==> src/rtl/ram_arbiter.sv <==
// N-port arbiter in front of a single-port SRAM.
// Grants one requester per cycle, using fixed priority or round-robin.
// Returns a per-port response valid RAM_LATENCY cycles after each grant.
module ram_arbiter #(
  parameter int unsigned NUM_PORTS   = 4,
  parameter int unsigned ADDR_WIDTH  = 32,
  parameter int unsigned DATA_WIDTH  = 32,
  parameter int unsigned RAM_LATENCY = 1,
  parameter int unsigned RR_EN       = 1
) (
  input  logic                              clk,
  input  logic                              rst,
  input  logic [NUM_PORTS-1:0]              port_req_i,
  output logic [NUM_PORTS-1:0]              port_gnt_o,
  output logic [NUM_PORTS-1:0]              port_rvalid_o,
  input  logic [NUM_PORTS*ADDR_WIDTH-1:0]   port_addr_i,
  input  logic [NUM_PORTS-1:0]              port_we_i,
  input  logic [NUM_PORTS*DATA_WIDTH/8-1:0] port_be_i,
  input  logic [NUM_PORTS*DATA_WIDTH-1:0]   port_wdata_i,
  output logic [DATA_WIDTH-1:0]             port_rdata_o,
  output logic                              ram_en_o,
  output logic [ADDR_WIDTH-1:0]             ram_addr_o,
  output logic                              ram_we_o,
  output logic [DATA_WIDTH/8-1:0]           ram_be_o,
  output logic [DATA_WIDTH-1:0]             ram_wdata_o,
  input  logic [DATA_WIDTH-1:0]             ram_rdata_i
);

  localparam int unsigned IDX_W = (NUM_PORTS > 1) ? $clog2(NUM_PORTS) : 1;
  localparam int unsigned BE_W  = DATA_WIDTH / 8;

  typedef struct packed {
    logic             vld;
    logic [IDX_W-1:0] idx;
  } rsp_t;

  logic [IDX_W-1:0] rr_q;
  logic [IDX_W-1:0] rr_d;
  logic [IDX_W-1:0] gnt_idx;
  logic [IDX_W-1:0] scan_idx;
  logic [31:0]      scan_sum;
  logic             gnt_any;
  rsp_t             pipe_q [RAM_LATENCY];

  // Scan requesters starting at the priority pointer, wrapping around
  always_comb begin
    gnt_any  = 1'b0;
    gnt_idx  = '0;
    scan_sum = '0;
    scan_idx = '0;
    for (int unsigned i = 0; i < NUM_PORTS; i++) begin
      scan_sum = 32'(rr_q) + i;
      if (scan_sum >= NUM_PORTS) begin
        scan_sum = scan_sum - NUM_PORTS;
      end
      scan_idx = IDX_W'(scan_sum);
      if (!gnt_any && port_req_i[scan_idx]) begin
        gnt_any = 1'b1;
        gnt_idx = scan_idx;
      end
    end
  end

  // One-hot grant decode
  always_comb begin
    port_gnt_o = '0;
    for (int unsigned k = 0; k < NUM_PORTS; k++) begin
      port_gnt_o[k] = gnt_any && (gnt_idx == IDX_W'(k));
    end
  end

  // RAM drive: granted port's fields, forced to zero when idle
  always_comb begin
    ram_en_o    = |port_req_i;
    ram_addr_o  = '0;
    ram_we_o    = 1'b0;
    ram_be_o    = '0;
    ram_wdata_o = '0;
    if (gnt_any) begin
      ram_addr_o  = port_addr_i[32'(gnt_idx) * ADDR_WIDTH +: ADDR_WIDTH];
      ram_we_o    = port_we_i[gnt_idx];
      ram_be_o    = port_be_i[32'(gnt_idx) * BE_W +: BE_W];
      ram_wdata_o = port_wdata_i[32'(gnt_idx) * DATA_WIDTH +: DATA_WIDTH];
    end
  end

  // Next priority pointer: one past the winner in round-robin mode
  always_comb begin
    rr_d = rr_q;
    if ((RR_EN != 0) && gnt_any) begin
      rr_d = (gnt_idx == IDX_W'(NUM_PORTS - 1)) ? '0 : gnt_idx + 1'b1;
    end
  end

  // Priority pointer register
  always_ff @(posedge clk) begin
    if (rst) begin
      rr_q <= '0;
    end else begin
      rr_q <= rr_d;
    end
  end

  // Response pipeline tracking which port each RAM access belongs to
  always_ff @(posedge clk) begin
    if (rst) begin
      for (int unsigned i = 0; i < RAM_LATENCY; i++) begin
        pipe_q[i] <= '0;
      end
    end else begin
      pipe_q[0] <= '{vld: gnt_any, idx: gnt_idx};
      for (int unsigned i = 1; i < RAM_LATENCY; i++) begin
        pipe_q[i] <= pipe_q[i-1];
      end
    end
  end

  // Response valid decode from the last pipeline stage
  always_comb begin
    port_rvalid_o = '0;
    for (int unsigned k = 0; k < NUM_PORTS; k++) begin
      port_rvalid_o[k] = pipe_q[RAM_LATENCY-1].vld &&
                         (pipe_q[RAM_LATENCY-1].idx == IDX_W'(k));
    end
  end

  assign port_rdata_o = ram_rdata_i;

endmodule

==> config.mk <==
export PLATFORM = sky130hd
export DESIGN_NAME = ram_arbiter
export DESIGN_NICKNAME = d
export VERILOG_FILES = /design/src/rtl/ram_arbiter.sv
export SDC_FILE = /design/constraint.sdc
export NUM_CORES = 1
export LEC_CHECK = 0
export ABC_CLOCK_PERIOD_IN_PS = 2750
export CORE_AREA = 5 5 163 165
export CTS_CLUSTER_DIAMETER = 150
export DETAILED_ROUTE_END_ITERATION = 10
export DIE_AREA = 0 0 168 170
export SLEW_MARGIN = 20
export SYNTH_ARGS = -nofsm -noshare
export SYNTH_HDL_FRONTEND = slang
export SYNTH_SLANG_ARGS = --single-unit
==> constraint.sdc <==
create_clock -name clk -period 2.75 [get_ports clk]
set_input_delay 0.825 -clock clk [delete_from_list [all_inputs] [get_ports clk]]
set_output_delay 0.825 -clock clk [all_outputs]
set_load 0.03 [all_outputs]
* Yosys cells after proc, flatten, opt, wreduce, memory -nomap -nowiden
Memories as Yosys holds them, arrays and structs flattened. Cells that the tools add are included.
Word-level totals: output and inout bits 110, latch bits 0, ROM bits 0, logic and storage cells 78, input port bits 314, register bits 2, memories 1, RAM bits 3
Memory list:
- pipe_q | depth 1, bits a word 3, read ports 1, clocked after memory_dff 0, write ports 1, RTL line 43 | rsp_t pipe_q [RAM_LATENCY];
Cells by class: bitwise operators 0, add/subtract/negate cells 8, shifts and indexed selects 3, multipliers 0, reductions and logical operators 18, order comparisons 9, eq/ne operators 6, muxes and demuxes 32, divide/modulo/power cells 0
Operator list (count):
- $shiftx 128x8->32 | 2
- $mux 32 | 2
- $mux 2 | 9
- $shiftx 16x5->4 | 1
- $lt 2x3->1 const B | 5
- $mux 1 | 14
- $logic_and 1x1->1 | 11
- $bmux 1 s2 | 5
- $ge 3x3->1 const B | 3
- $eq 2x2->1 const B | 4
- $sub 2x1->2 const B | 4
- $add 2x2->3 const B | 2
- $eq 2x1->1 const B | 2
- $logic_not 2->1 | 2
- $mux 4 | 1
- $reduce_or 4->1 | 1
- $add 2x1->3 const B | 1
- $ge 2x3->1 const B | 1
- $logic_not 1->1 | 3
- $mux 3 | 1
- $reduce_or 3->1 | 1
- $add 2x1->2 const B | 1

* Depth between registers and ports, before layout
depth after elaboration 17, depth in mapped cells 9, gate-level depth less buffers 7

* Least setup slack after synthesis
No wires, ideal clock.
path kind input-to-output, start input port_req_i[0], end output ram_addr_o[10], stages 8, required time 1.925 ns, path slack -0.328 ns, data arrival time 2.253 ns, buffers on the path 3, cell sequence a21o_1 > a21oi_1 > o22a_1 > buf_6 > buf_12 > buf_8 > mux2i_1 > o22ai_1
On the way: cells in the longest elaborated chain, start to end 14, elaborated cells between the ends (all ways) 24, classes of those cells shift: 1; mux: 17; reduce/logical: 6
Ends and longest elaborated chain:
- start: declaration | RTL line 13 | input logic [NUM_PORTS-1:0] port_req_i,
- $bmux 1 s2 | RTL line 57 | if (!gnt_any && port_req_i[scan_idx]) begin
- $mux 1 (not written as such) | RTL line 57
- $mux 1 | RTL line 57
- $logic_not 1->1 | RTL line 57
- $logic_and 1x1->1 | RTL line 57
- $mux 1 | RTL line 57
- $logic_not 1->1 | RTL line 57
- $logic_and 1x1->1 | RTL line 57
- $mux 1 | RTL line 57
- $logic_not 1->1 | RTL line 57
- $logic_and 1x1->1 | RTL line 57
- $mux 2 | RTL line 57
- $shiftx 128x8->32 | RTL line 80 | ram_addr_o = port_addr_i[32'(gnt_idx) * ADDR_WIDTH +: ADDR_WIDTH];
- $mux 32 * | RTL line 79 | if (gnt_any) begin
- end: declaration | RTL line 22 | output logic [ADDR_WIDTH-1:0] ram_addr_o,
Mark *: on every way between the ends. The rest lies on a longest branch, timed or not. The select of a mux whose other input is x is not followed.

* Worst setup path in the final report
start input port_req_i[0], end output ram_addr_o[9]
The elaborated chain is that of the path after synthesis.

==> flow_summary.toml <==
[outcome]
status = "finished with violations"
violations = "negative setup slack"

[power]
swShare_pct = 43.3
switching_power_mw = 2.13
p_leak_nw = 3.35
power_density_nw_per_um2 = 531
peakVddDrop_mv = 0.232
total_power_mw = 4.92
pwr-share-comb_pct = 93.1
intPower_mw = 2.79
p_seq_share_pct = 2.0
clkPwrFrac_pct = 4.9

[critical_path]
critical_path_arrival_ns = 2.47
worstPathMaxFanout = 8
max_stage_delay_ns = 0.23
slowest_stage = "mux2i_2"
cp_num_buf_inv = 7
critical_path_required_ns = 1.93
path_delay_family = "buffers and inverters"
crit_chain = "buf_8 > a21o_1 > a21oi_2 > o22a_4 > buf_12 > buf_16 > buf_12 > buf_12 > buf_16 > mux2i_2 > o22ai_2 > buf_6"
crit_type = "input pin to output port"
end_kind = "output port"
startpoint_type = "input pin"
crit_path_frequent_cell = "buf_12"

[synthesis]
synth_edf_count = 0
synth_common_cells = "mux2i_1 (138), o22ai_1 (60), buf_4 (33)"
synth_cells = 313
synth_seq_cells = 5
netlist_area_um2 = 2810
synth_warnings = 0
netlist_top_cells_area = "mux2i_1 (49%), o22ai_1 (13%), buf_4 (8.8%)"
synth.avg_cell_area_um2 = 8.98
yosysSeqAreaShare_pct = 3.56
yosysTopAreaCellShare_pct = 49.2
ys_types = 29
synthArstFlopShare_pct = 0
synth.most_common_cell = "mux2i_1"
synth_top_area_cell = "mux2i_1"
syn-num-nets = 631
synth-main-ff-cell = "dfxtp_1"

[floorplanning]
initial_core_util_pct = 11.3
die_height_um = 170
die_area_um2 = 28600
num_rows = 58
die_w_um = 168
ioPinCount = 424
coreArea_um2 = 24900

[finish]
final_util_pct = 37.2
drive_above_1_share_pct = 49.9
stdcell_count = 1031
diodes = 0
finalNetCount = 1020
area_growth_pct = 230

[clock_tree]
clock-root-buffer = "clkbuf_16"
ctsHoldBuffers = 0
numCtsBuffers = 3
cts_tree = "built"
cts_htree_levels = 1
clk_pin_slew_worst_paths_ns = 0.03
clock_path_buffers = 2
clkLatencyLatePin_ns = 0.22
clock-sinks = 5

[routing]
final_antenna_net_count = 0
drt-initial-drc-count = 74
num_vias = 4154
wl_per_cell_um = 17.9
routed_wl_mm = 18.5
first_pass_iters = 4
drcViolationCount = 0
avgViaCountPerCell = 4.03

[timing]
setup_viol = 73
rsz0062_at_grt = "true"
fmax_mhz = 304
skew_ns = 0.00145
finalHoldViolations = 0
worst_slew_pin_slew_ns = 0.356
min_period_ns = 3.29
slew_headroom_pct = 76.3
period_share_pct = 120
fin_ws_ns = -0.543
maxSlewViolCount = 0

[run]
cap_violations = 0

[global_route]
grtUsageTotal_pct = 11.4
grt_remaining_overflow = 0
grt_pass1_vias = 4532
grt_max_degree = 35
grt_antenna_before_repair = 1
grt_pass1_wl_mm = 26.0

[placed_design]
port_buffers = 359
dp.cells = 990
gp_congestion = 0.828
pre_cts_slack_ns = -0.971
post-dp-hpwl_mm = 14.0

[hold_path]
hold_class = "flop to flop"
-- metrics by stage --
step	setup TNS (ns)	hold WS (ns)	instance area, um^2
6_report	-32.34	0.545	9260
4_1_cts	-33.94	0.539	8970
3_3_place_gp	-65.46	0.524	7560
5_1_grt	-36.94	0.580	9260
2_1_floorplan	-7.66	0.464	3720
3_5_place_dp	-68.35	0.510	7560
-- tightest hold or removal path: stages, from the launching register on --
cell and delay [ns]:
dfxtp_1 0.36, nand2_1 0.08, a21oi_1 0.05
-- power groups by stage --
| stage | registers (mW) | clock network, mW | logic (mW) |
|---|---|---|---|
| 6_report | 0.0979 | 0.239 | 4.58 |
| 5_1_grt | 0.0996 | 0.252 | 4.78 |
| 4_1_cts | 0.0966 | 0.241 | 4.45 |
| 3_5_place_dp | 0.0966 | 0 | 3.57 |
| 3_3_place_gp | 0.0968 | 0 | 3.56 |
| 2_1_floorplan | 0.0923 | 0 | 2.35 |
-- repair_timing --
item	4_1_cts	5_1_grt
gates resized for setup	222	54
setup endpoints to repair	74	74
buffers inserted	29	4
gates cloned	5	3
pin swaps	27	17
-- sequential cells by signal (all words and copies together) (netlist names) --
signal	cells
rr_q	2
pipe_q	3
-- per-layer routing --
layer / wire [um] / share of wire, % / GRT usage, % / vias to the layer above
met4: 114 / 0.62 / 1.13 / 0
met1: 6870 / 37 / 12.9 / 1923
li1: - / - / - / 1973
met3: 1680 / 9.1 / 3.23 / 10
met2: 9840 / 53 / 21.8 / 248
met5: 0 / 0 / 0 / -
-- cells in the final DEF (no fill, tap or decap), drive strengths merged, types with 2 or more instances in the layout --
| cell type | n |
|---|---|
| a21oi | 4 |
| and2b | 4 |
| buf | 164 |
| clkbuf | 6 |
| clkdlybuf4s50 | 281 |
| dfxtp | 5 |
| ha | 4 |
| inv | 6 |
| mux2i | 138 |
| nand2 | 4 |
| nand2b | 2 |
| nor2 | 5 |
| o22ai | 70 |
-- worst paths after layout --
path              cells past startpoint  slack, ns          start             to
setup / recovery                     12      -0.54  port_req_i[0]  ram_addr_o[9]
hold reg to reg                       2       0.54        rr_q[1]        rr_q[1]
hold / removal                        2       0.54        rr_q[1]        rr_q[1]
setup reg to reg                      9       0.90        rr_q[1]        rr_q[1]
-- kinds of logic after synthesis --
kind of cell    synth area share [%]
compound gates                  19.7
simple gates                    4.05
buf+inv                         21.8
flops                           3.56
mux                             49.2
fa+ha+maj                       1.78
-- area by class of cell --
cell class              count  area (um^2)
clock buffers               4         78.8
fillers                  2420        15600
inverters                   6         30.0
multi-input cells         239         3640
flip-flops and latches      5          100
well taps                 330          413
repair buffers            447         5000
Power figures use the tool's default switching activity.
